`config.mk`:
```
export PLATFORM = sky130hd
export DESIGN_NAME = insn_encoder_writer
export DESIGN_NICKNAME = d
export VERILOG_FILES = /design/src/rtl/insn_encoder_writer_pkg.sv /design/src/rtl/insn_encoder_writer_field_enc.sv /design/src/rtl/insn_encoder_writer.sv
export SDC_FILE = /design/constraint.sdc
export NUM_CORES = 1
export LEC_CHECK = 0
export BUFFER_PORTS_ARGS = -buffer_cell sky130_fd_sc_hd__buf_2
export CAP_MARGIN = 10
export CORE_MARGIN = 2
export CORE_UTILIZATION = 53
export CTS_CLUSTER_DIAMETER = 100
export CTS_CLUSTER_SIZE = 10
export DETAILED_ROUTE_END_ITERATION = 6
export PLACE_DENSITY_LB_ADDON = 0.2
export RECOVER_POWER = 50
export SETUP_SLACK_MARGIN = 0.1
export SYNTH_ARGS = -nofsm -noshare
export SYNTH_HDL_FRONTEND = slang
export SYNTH_SLANG_ARGS = --single-unit
```
`constraint.sdc`:
```
create_clock -name clk -period 2.71 [get_ports clk]
set_clock_uncertainty 0.15 [all_clocks]
set_input_delay 0.4065 -clock clk [delete_from_list [all_inputs] [get_ports clk]]
set_output_delay 0.4065 -clock clk [all_outputs]
set_load 0.005 [all_outputs]
```
`src/rtl/insn_encoder_writer_pkg.sv`:
```
// insn_encoder_writer_pkg: ALU/immediate opcodes and word packing shared by the encoder and the memory writer.
package insn_encoder_writer_pkg;
  localparam logic [7:0] OP_AND  = 8'h01;
  localparam logic [7:0] OP_OR   = 8'h02;
  localparam logic [7:0] OP_XOR  = 8'h03;
  localparam logic [7:0] OP_ADD  = 8'h05;
  localparam logic [7:0] OP_SUB  = 8'h09;
  localparam logic [7:0] OP_CMP  = 8'h0B;
  localparam logic [7:0] OP_MOV  = 8'h0D;
  localparam logic [7:0] OP_MUL  = 8'h0E;
  localparam logic [7:0] OP_LSH  = 8'h84;
  localparam logic [7:0] OP_ASHU = 8'h86;
  localparam logic [3:0] IOP_ANDI = 4'h1;
  localparam logic [3:0] IOP_ORI  = 4'h2;
  localparam logic [3:0] IOP_XORI = 4'h3;
  localparam logic [3:0] IOP_ADDI = 4'h5;
  localparam logic [3:0] IOP_SUBI = 4'h9;
  localparam logic [3:0] IOP_CMPI = 4'hB;
  localparam logic [3:0] IOP_MOVI = 4'hD;
  localparam logic [3:0] IOP_MULI = 4'hE;
  localparam logic [3:0] IOP_LUI  = 4'hF;
  typedef enum logic {ST_ONE, ST_TWO} state_t;
  typedef enum logic [1:0] {IMM_NONE, IMM_SIGNED, IMM_UNSIGNED, IMM_MOV} imm_kind_t;
  function automatic logic [15:0] pack_imm(input logic [3:0] opc, input logic [3:0] rd, input logic [7:0] imm8);
    return {opc, rd, imm8};
  endfunction
endpackage

```
`src/rtl/insn_encoder_writer_field_enc.sv`:
```
// insn_encoder_writer_field_enc: combinational op/operand -> machine word(s) with legality and range flags.
module insn_encoder_writer_field_enc
  import insn_encoder_writer_pkg::*;
(
  input  logic [7:0]  i_op,
  input  logic [3:0]  i_rdest,
  input  logic [3:0]  i_rsrc,
  input  logic [15:0] i_imm,
  input  logic        i_ri,
  output logic [15:0] o_word0,
  output logic [15:0] o_word1,
  output logic        o_two_word,
  output logic        o_illegal,
  output logic        o_range_err
);
  logic [3:0] w_iop;
  imm_kind_t  w_kind;
  logic       w_reg_ok;
  logic       w_sext_ok;
  logic       w_zext_ok;
  always_comb begin
    w_iop    = 4'h0;
    w_kind   = IMM_NONE;
    w_reg_ok = 1'b1;
    case (i_op)
      OP_ADD:  begin w_iop = IOP_ADDI; w_kind = IMM_SIGNED;   end
      OP_SUB:  begin w_iop = IOP_SUBI; w_kind = IMM_SIGNED;   end
      OP_CMP:  begin w_iop = IOP_CMPI; w_kind = IMM_SIGNED;   end
      OP_MUL:  begin w_iop = IOP_MULI; w_kind = IMM_SIGNED;   end
      OP_AND:  begin w_iop = IOP_ANDI; w_kind = IMM_UNSIGNED; end
      OP_OR:   begin w_iop = IOP_ORI;  w_kind = IMM_UNSIGNED; end
      OP_XOR:  begin w_iop = IOP_XORI; w_kind = IMM_UNSIGNED; end
      OP_MOV:  begin w_iop = IOP_MOVI; w_kind = IMM_MOV;      end
      OP_LSH, OP_ASHU: w_kind = IMM_NONE;
      default: w_reg_ok = 1'b0;
    endcase
  end
  // 8-bit signed field: bits 15..7 must all be copies of the sign
  assign w_sext_ok   = (&i_imm[15:7]) | ~(|i_imm[15:7]);
  assign w_zext_ok   = ~(|i_imm[15:8]);
  assign o_illegal   = ~w_reg_ok | (i_ri & (w_kind == IMM_NONE));
  assign o_two_word  = i_ri & (w_kind == IMM_MOV) & ~w_zext_ok;
  assign o_range_err = i_ri & ((w_kind == IMM_SIGNED) ? ~w_sext_ok : (w_kind == IMM_UNSIGNED) ? ~w_zext_ok : 1'b0);
  assign o_word0     = ~i_ri      ? {i_op[7:4], i_rdest, i_op[3:0], i_rsrc} :
                       o_two_word ? pack_imm(IOP_LUI, i_rdest, i_imm[15:8]) :
                                    pack_imm(w_iop, i_rdest, i_imm[7:0]);
  assign o_word1     = pack_imm(IOP_ORI, i_rdest, i_imm[7:0]);
endmodule

```
`src/rtl/insn_encoder_writer.sv`:
```
// insn_encoder_writer: encodes abstract instructions and streams them into instruction RAM at an auto-incrementing pointer.
module insn_encoder_writer
  import insn_encoder_writer_pkg::*;
#(
  parameter int ADDR_W = 8,
  parameter int DEPTH  = 256
)(
  input  logic              clk,
  input  logic              reset_n,
  input  logic              addr_load,
  input  logic [ADDR_W-1:0] base_addr,
  input  logic              in_valid,
  output logic              in_ready,
  input  logic [7:0]        in_op,
  input  logic [3:0]        in_rdest,
  input  logic [3:0]        in_rsrc,
  input  logic [15:0]       in_imm,
  input  logic              in_ri,
  output logic              mem_we,
  output logic [ADDR_W-1:0] mem_addr,
  output logic [15:0]       mem_wdata,
  output logic [ADDR_W:0]   word_count,
  output logic              full,
  output logic              err_illegal,
  output logic              err_range
);
  localparam logic [ADDR_W:0]   DEPTH_C = (ADDR_W+1)'(DEPTH);
  localparam logic [ADDR_W:0]   CNT_ONE = (ADDR_W+1)'(1);
  localparam logic [ADDR_W-1:0] PTR_ONE = ADDR_W'(1);
  state_t            r_state;
  logic [ADDR_W-1:0] r_ptr;
  logic [ADDR_W:0]   r_count;
  logic [15:0]       r_word1;
  logic              r_we;
  logic [ADDR_W-1:0] r_addr;
  logic [15:0]       r_wdata;
  logic              r_ill;
  logic              r_rng;
  logic [15:0]       w_word0;
  logic [15:0]       w_word1;
  logic              w_two;
  logic              w_ill;
  logic              w_rng;
  logic              w_accept;
  logic              w_room2;
  insn_encoder_writer_field_enc u_enc (
    .i_op        (in_op),
    .i_rdest     (in_rdest),
    .i_rsrc      (in_rsrc),
    .i_imm       (in_imm),
    .i_ri        (in_ri),
    .o_word0     (w_word0),
    .o_word1     (w_word1),
    .o_two_word  (w_two),
    .o_illegal   (w_ill),
    .o_range_err (w_rng)
  );
  assign full        = r_count == DEPTH_C;
  assign in_ready    = reset_n & ~addr_load & (r_state == ST_ONE) & ~full;
  assign w_accept    = in_valid & in_ready;
  assign w_room2     = r_count <= DEPTH_C - (ADDR_W+1)'(2);
  assign mem_we      = r_we;
  assign mem_addr    = r_addr;
  assign mem_wdata   = r_wdata;
  assign word_count  = r_count;
  assign err_illegal = r_ill;
  assign err_range   = r_rng;
  // addr_load outranks a pending ORI, which is why it is tested first
  always_ff @(posedge clk or negedge reset_n) begin
    if (!reset_n) begin
      r_state <= ST_ONE;
      r_ptr   <= '0;
      r_count <= '0;
      r_word1 <= '0;
      r_we    <= 1'b0;
      r_addr  <= '0;
      r_wdata <= '0;
      r_ill   <= 1'b0;
      r_rng   <= 1'b0;
    end else begin
      r_we <= 1'b0;
      if (addr_load) begin
        r_ptr   <= base_addr;
        r_count <= '0;
        r_ill   <= 1'b0;
        r_rng   <= 1'b0;
        r_state <= ST_ONE;
      end else if (r_state == ST_TWO) begin
        r_we    <= 1'b1;
        r_addr  <= r_ptr;
        r_wdata <= r_word1;
        r_ptr   <= r_ptr + PTR_ONE;
        r_count <= r_count + CNT_ONE;
        r_state <= ST_ONE;
      end else if (w_accept) begin
        if (w_ill) r_ill <= 1'b1;
        else if (w_rng | (w_two & ~w_room2)) r_rng <= 1'b1;
        else begin
          r_we    <= 1'b1;
          r_addr  <= r_ptr;
          r_wdata <= w_word0;
          r_word1 <= w_word1;
          r_ptr   <= r_ptr + PTR_ONE;
          r_count <= r_count + CNT_ONE;
          r_state <= w_two ? ST_TWO : ST_ONE;
        end
      end
    end
  end
endmodule

```
==> results of run 1 <==
area by class of cell:
class | count | area (um^2)
Fill cell | 460 | 1654
Multi-Input combinational cell | 226 | 1558
Sequential cell | 58 | 1451
Timing Repair Buffer | 130 | 790.8
Clock buffer | 10 | 137.6
Tap cell | 75 | 93.84
Inverter | 23 | 86.33
Clock inverter | 5 | 78.83
cells by family after synthesis:
group / Yosys count / synth area share, %
AOI/OAI and AO/OA: 97 / 20.20
xor gates and xnor gates: 4 / 1.107
adders and majority gates: 4 / 1.581
buffers and inverters: 43 / 6.601
DFF: 58 / 45.85
muxes: 24 / 8.182
and+or+nand+nor: 96 / 16.48
critical path, cell delays in order:
cell       delay [ns]
buf_2            0.10
or4_1            0.53
or2_0            0.26
o2111ai_2        0.10
buf_4            0.18
a2bb2oi_4        0.22
and2_4           0.22
buf_6            0.18
buf_12           0.14
a21oi_1          0.05
o22a_1           0.20
Yosys cell counts (2+ instances only):
cell type  count  area, um^2
a221o_1        2       20.02
or2_2          2       12.51
nor3_1         3       15.01
nand2_1       16       60.06
or3_1          8       50.05
mux2i_1        9       90.09
nor2b_1        9       56.30
a31oi_1        7       43.79
nand3_1       10       50.05
nand2b_1       2       12.51
xnor2_1        3       26.28
o2bb2ai_1      3       26.28
inv_1         22       82.58
dfrtp_1       58        1451
o22a_1        11       96.34
o31ai_1        4       30.03
nor2_1        18       67.56
mux2_2        15       168.9
and4_1         2       17.52
nand4_1        5       31.28
o21ai_0       27       135.1
ha_1           4       50.05
or4_1          7       52.55
clkbuf_1       7       26.28
and3_1         5       31.28
a32o_1         2       20.02
a21oi_1       31       155.2
and2_1         3       18.77
buf_6          5       56.30
buf_2          8       40.04
metrics by stage:
stage               power (W)  TNS (ns)  instances
finish               0.002147         0        527
global route         0.002237         0        527
CTS                  0.002155         0        524
detailed placement   0.001269    -5.882        509
global placement     0.001256    -3.828        509
floorplan            0.001116         0        326
registers in the layout, summed over array words and instances (netlist names):
signal and flops:
mem_wdata 16, r_word1 13, word_count 9, mem_addr 8
r_ptr 8, err_illegal 1, err_range 1, mem_we 1
r_state 1
path summary, 6_finish.rpt:
check / endpoint / slack [ns] / cells past startpoint
min in group clk: r_ptr[1] / 0.12 / 3
setup reg to reg: mem_wdata[5] / 0.22 / 9
hold / removal: word_count[7] / 0.11 / 2
setup / recovery: mem_wdata[5] / 0.19 / 11
max in group asynchronous: r_word1[3] / 1.80 / 2
hold reg to reg: r_word1[13] / 0.33 / 1
repair_timing:
| action | 4_1_cts | 5_1_grt |
|---|---|---|
| pin swaps | 0 | 2 |
| hold buffers | 0 | 0 |
| gates resized for setup | 1 | 7 |
| setup buffers | 0 | 2 |
| gates cloned | 0 | 1 |
| endpoints found under the setup margin | 2 | 42 |
routing by layer:
| metal | wire length, um | part of all wire (%) | vias up | GRT usage [%] |
|---|---|---|---|---|
| li1 | - | - | 1432 | - |
| met1 | 3528 | 42 | 1434 | 34.43 |
| met2 | 4144 | 49 | 116 | 43.20 |
| met3 | 484 | 5.8 | 23 | 6.000 |
| met4 | 238 | 2.8 | 0 | 10.51 |
| met5 | 0 | 0 | - | 0 |
power by group through the flow:
stage / registers [W] / clock network (W) / logic [W]
6_report: 0.000976 / 0.000890 / 0.000280
5_1_grt: 0.000983 / 0.000942 / 0.000313
4_1_cts: 0.000975 / 0.000900 / 0.000281
3_5_place_dp: 0.000990 / 0 / 0.000279
3_3_place_gp: 0.000987 / 0 / 0.000268
2_1_floorplan: 0.000984 / 0 / 0.000132
==> impl_metrics.py, run 1 <==
metrics = {
    "floorplan": {
        "core_area_um2": 5851,
        "fp-row-count": 28,
        "fp.dieW_um": 81.29,
        "ios": 83,
        "die-height_um": 81.29,
        "fp.dieArea_um2": 6607,
        "start_util_pct": 54.11,
    },
    "power": {
        "vdd_drop_max_mv": 0.4583,
        "leakagePower_nw": 2.039,
        "p_clk_share_pct": 41.5,
        "power_switching_w": 0.0005377,
        "combinationalPowerShare_pct": 13.1,
        "power.density_nw_per_um2": 511.5,
        "switching_share_pct": 25.05,
        "pwr-share-seq_pct": 45.5,
        "p_int_w": 0.001609,
    },
    "drt": {
        "drtIter0Drc": 259,
        "via_per_inst": 5.702,
        "num_vias": 3005,
        "post-route-drc-count": 0,
        "wirelength_mm": 8.394,
        "ant_nets": 0,
        "post_drt_wl_per_cell_um": 15.93,
        "firstDrtPassIters": 5,
    },
    "clocking": {
        "clk_latency_ns": 0.34,
        "cts_root_buf": "clkbuf_8",
        "cts_num_sinks": 58,
        "numCtsBuffers": 9,
        "cts_tree": "built",
        "path_clk_slew_ns": 0.07,
        "cts-htree-levels": 3,
        "clockBufferDepth": 2,
    },
    "setup_path": {
        "crit_fanout": 15,
        "worstSetupStartpointType": "input pin",
        "timing.critical_path.from": "in_imm[12]",
        "critical_path_class": "input pin to register",
        "crit_arrival_ns": 2.59,
        "critPathRequiredTime_ns": 2.79,
        "endpoint_kind": "register",
        "reg2reg_from": "word_count[3]",
    },
    "global_routing": {
        "antenna_found_initial": 0,
        "grt_first_pass_wirelength_mm": 13.30,
        "grt_start_max_net_pins": 60,
        "overflow": 0,
        "grt_pass1_vias": 2851,
        "grt_usage_pct": 26.59,
    },
    "cells_and_area": {
        "fin_nets": 497,
        "drive_above_1_share_pct": 36.95,
        "post-route-util_pct": 71.73,
        "num_antenna_cells": 0,
        "layout_common_cells": "75 x buf_2, 58 x dfrtp_1, 45 x buf_4, 29 x a21oi_1, 27 x o21ai_0",
        "syn_to_final_growth_pct": 32.57,
        "final_common_cell": "buf_2",
        "fin_area_um2": 4197,
    },
    "placement": {
        "routabilityCongestion": 0.8908,
        "placed_cell_area_um2": 3930,
        "dp_hpwl_mm": 5.844,
        "io_buffers": 82,
        "place_ws_ns": -0.2379,
    },
    "yosys": {
        "synth-edff-count": 0,
        "synth.avg_cell_area_um2": 9.710,
        "syn_area_um2": 3166,
        "seq_area_frac_synth_pct": 45.85,
        "synthArstFlopShare_pct": 100.0,
        "synthCells": 326,
        "ys_seq_elements": 58,
        "synth.distinct_cells": 48,
        "synth_nets": 375,
        "synth_flop_cell": "dfrtp_1",
        "ys_warn_count": 0,
    },
    "sta": {
        "slew_violations": 0,
        "fin_crit_ns": 2.517,
        "setup_viol": 0,
        "slew_headroom_pct": 51.39,
        "tightest_slew_ns": 0.7292,
        "post-route-period-util_pct": 92.89,
        "max_freq_ghz": 0.3972,
        "whs_ns": 0.1116,
        "finalHoldViolCount": 0,
        "rsz0062_at_grt": "no",
        "worst_slack_ns": 0.1926,
    },
    "hold_path": {
        "hold_path.class": "input pin to asynchronous set/reset pin",
    },
    "outcome": {
        "status": "completed",
    },
    "flow_run": {
        "maxCapViolations": 0,
    },
}
Note: power is estimated with default switching activity, not from simulation.
==> inputs of run 2 (changes only) <==
--- a/config.mk
+++ b/config.mk
@@ -7,8 +7,10 @@
 export LEC_CHECK = 0
 export BUFFER_PORTS_ARGS = -buffer_cell sky130_fd_sc_hd__buf_2
 export CAP_MARGIN = 10
+export CELL_PAD_IN_SITES_DETAIL_PLACEMENT = 1
+export CELL_PAD_IN_SITES_GLOBAL_PLACEMENT = 1
 export CORE_MARGIN = 2
-export CORE_UTILIZATION = 53
+export CORE_UTILIZATION = 40
 export CTS_CLUSTER_DIAMETER = 100
 export CTS_CLUSTER_SIZE = 10
 export DETAILED_ROUTE_END_ITERATION = 6
==> impl_metrics.py, run 2 (synthesis results as in run 1) <==
metrics = {
    "outcome": {
        "status": "completed",
    },
    "setup_path": {
        "crit_fanout": 21,
        "endpoint_kind": "register",
        "cpPeakStageDelay_ns": 0.59,
        "timing.critical_path.to": "r_ptr[5]",
        "timing.critical_path.from": "in_imm[8]",
        "r2r_setup_slack_ns": 0.25,
        "critPathRequiredTime_ns": 2.82,
        "crit_buf_inv": 1,
        "slowest_stage": "or4_1",
        "cp_cell_sequence": "buf_2 > or4_1 > or2_0 > o2111ai_2 > a2bb2oi_4 > a21oi_4 > or4_1 > a31oi_1",
        "crit_arrival_ns": 2.60,
        "critical_path_class": "input pin to register",
        "rr_worst_depth": 9,
        "cp_top_family": "simple AND/OR/NAND/NOR gates",
        "path_depth": 8,
        "r2r_end": "mem_addr[4]",
        "reg2reg_from": "word_count[0]",
        "crit_top_cell": "or4_1",
        "worstSetupStartpointType": "input pin",
    },
    "cells_and_area": {
        "post-route-util_pct": 55.22,
        "largest_register_ffs": 16,
        "final_common_cell": "buf_2",
        "layout_common_cells": "74 x buf_2, 58 x dfrtp_1, 46 x buf_4, 29 x a21oi_1, 26 x o21ai_0",
        "fin_nets": 499,
        "drive_above_1_share_pct": 36.78,
        "num_antenna_cells": 0,
        "syn_to_final_growth_pct": 34.11,
    },
    "sta": {
        "fin_crit_ns": 2.485,
        "max_freq_ghz": 0.4025,
        "rsz0062_at_grt": "no",
        "tightest_slew_ns": 0.7490,
        "slew_headroom_pct": 50.07,
        "fin_tns_setup_ns": 0,
        "setup_viol": 0,
        "finalHoldViolCount": 0,
        "slew_violations": 0,
        "post-route-period-util_pct": 91.68,
    },
    "placement": {
        "dp_hpwl_mm": 6.977,
        "routabilityCongestion": 0.7879,
        "io_buffers": 82,
    },
    "global_routing": {
        "grt_pass1_vias": 3153,
        "grt_usage_pct": 23.18,
        "overflow": 0,
        "grt_first_pass_wirelength_mm": 15.67,
        "grt_start_max_net_pins": 60,
        "antenna_found_initial": 0,
    },
    "drt": {
        "via_per_inst": 5.329,
        "ant_nets": 0,
        "post-route-drc-count": 0,
        "post_drt_wl_per_cell_um": 17.37,
        "drtIter0Drc": 111,
        "wirelength_mm": 9.655,
        "num_vias": 2963,
        "firstDrtPassIters": 4,
    },
    "flow_run": {
        "maxCapViolations": 0,
    },
    "clocking": {
        "clk_latency_ns": 0.34,
        "cts_root_buf": "clkbuf_8",
        "clockBufferDepth": 2,
        "cts_num_sinks": 58,
        "numCtsBuffers": 9,
        "cts_tree": "built",
        "cts-htree-levels": 3,
        "path_clk_slew_ns": 0.07,
        "holdBufCountCts": 0,
    },
    "floorplan": {
        "start_util_pct": 41.18,
        "fp.dieW_um": 92.96,
        "fp.dieArea_um2": 8642,
        "fp-row-count": 32,
        "die-height_um": 92.96,
        "ios": 83,
        "core_area_um2": 7687,
    },
    "power": {
        "vdd_drop_max_mv": 0.3014,
        "leakagePower_nw": 2.042,
        "power.density_nw_per_um2": 496.2,
    },
    "hold_path": {
        "hold_path.class": "input pin to register",
    },
}
-- run 2: worst min-delay path: cells and delay by family --
family	cells	cell delay (ns)
compound gates	1	0.06
buf+inv	1	0.08
simple gates	1	0.04
-- run 2: timing repair --
action	in CTS	in global routing
cloned	1	0
setup buffers	0	1
pin swaps	0	1
endpoints found under the setup margin	9	34
gates resized for setup	2	6
-- run 2: cell type report --
type	instances	area [um^2]
clock buffer	13	168.9
clock inverter	2	35.03
fill	951	3442
inverter	23	86.33
multi-input combinational	226	1559
sequential	58	1451
tap	102	127.6
timing repair buffer	132	817.0
-- run 2: power by group --
group | internal (W) | leakage (nW) | switching [W]
sequential | 0.000934 | 0.754 | 0.0000443
clock | 0.000494 | 0.106 | 0.000342
combinational | 0.000144 | 1.18 | 0.000148
total | 0.00157 | 2.04 | 0.000535
-- run 2: how the worst min path moves through the flow --
stage / slack [ns] / end / depth (start not counted) / start
3_3_place_gp: 0.30 / r_word1[13] / 1 / r_word1[13]
6_report: 0.13 / r_ptr[0] / 3 / base_addr[0]
4_1_cts: 0.13 / r_ptr[0] / 3 / base_addr[0]
3_5_place_dp: 0.32 / mem_wdata[12] / 1 / mem_wdata[12]
5_1_grt: 0.15 / r_word1[1] / 3 / in_imm[1]
2_1_floorplan: -0.04 / err_illegal / 0 / reset_n
-- run 2: metal layers --
layer  wire (um)  up-vias  global-route usage (%)
li1            -     1427                       -
met1        4345     1484                   30.08
met2        4941       47                   39.67
met3         302        5                   4.801
met4          66        0                   5.515
met5           0        -                       0
-- run 2: per-stage QoR --
step | std cells | power (W) | hold WS [ns] | worst slack [ns] | instance area [um^2]
floorplan | 326 | 0.001116 | -0.03909 | 0.09708 | 3178
global placement | 539 | 0.001267 | 0.3040 | -0.1991 | 3999
finish | 556 | 0.002106 | 0.1344 | 0.2255 | 4245
CTS | 555 | 0.002118 | 0.1300 | 0.1095 | 4220
global route | 556 | 0.002199 | 0.1499 | 0.09218 | 4245
detailed placement | 539 | 0.001280 | 0.3200 | -0.3191 | 3999
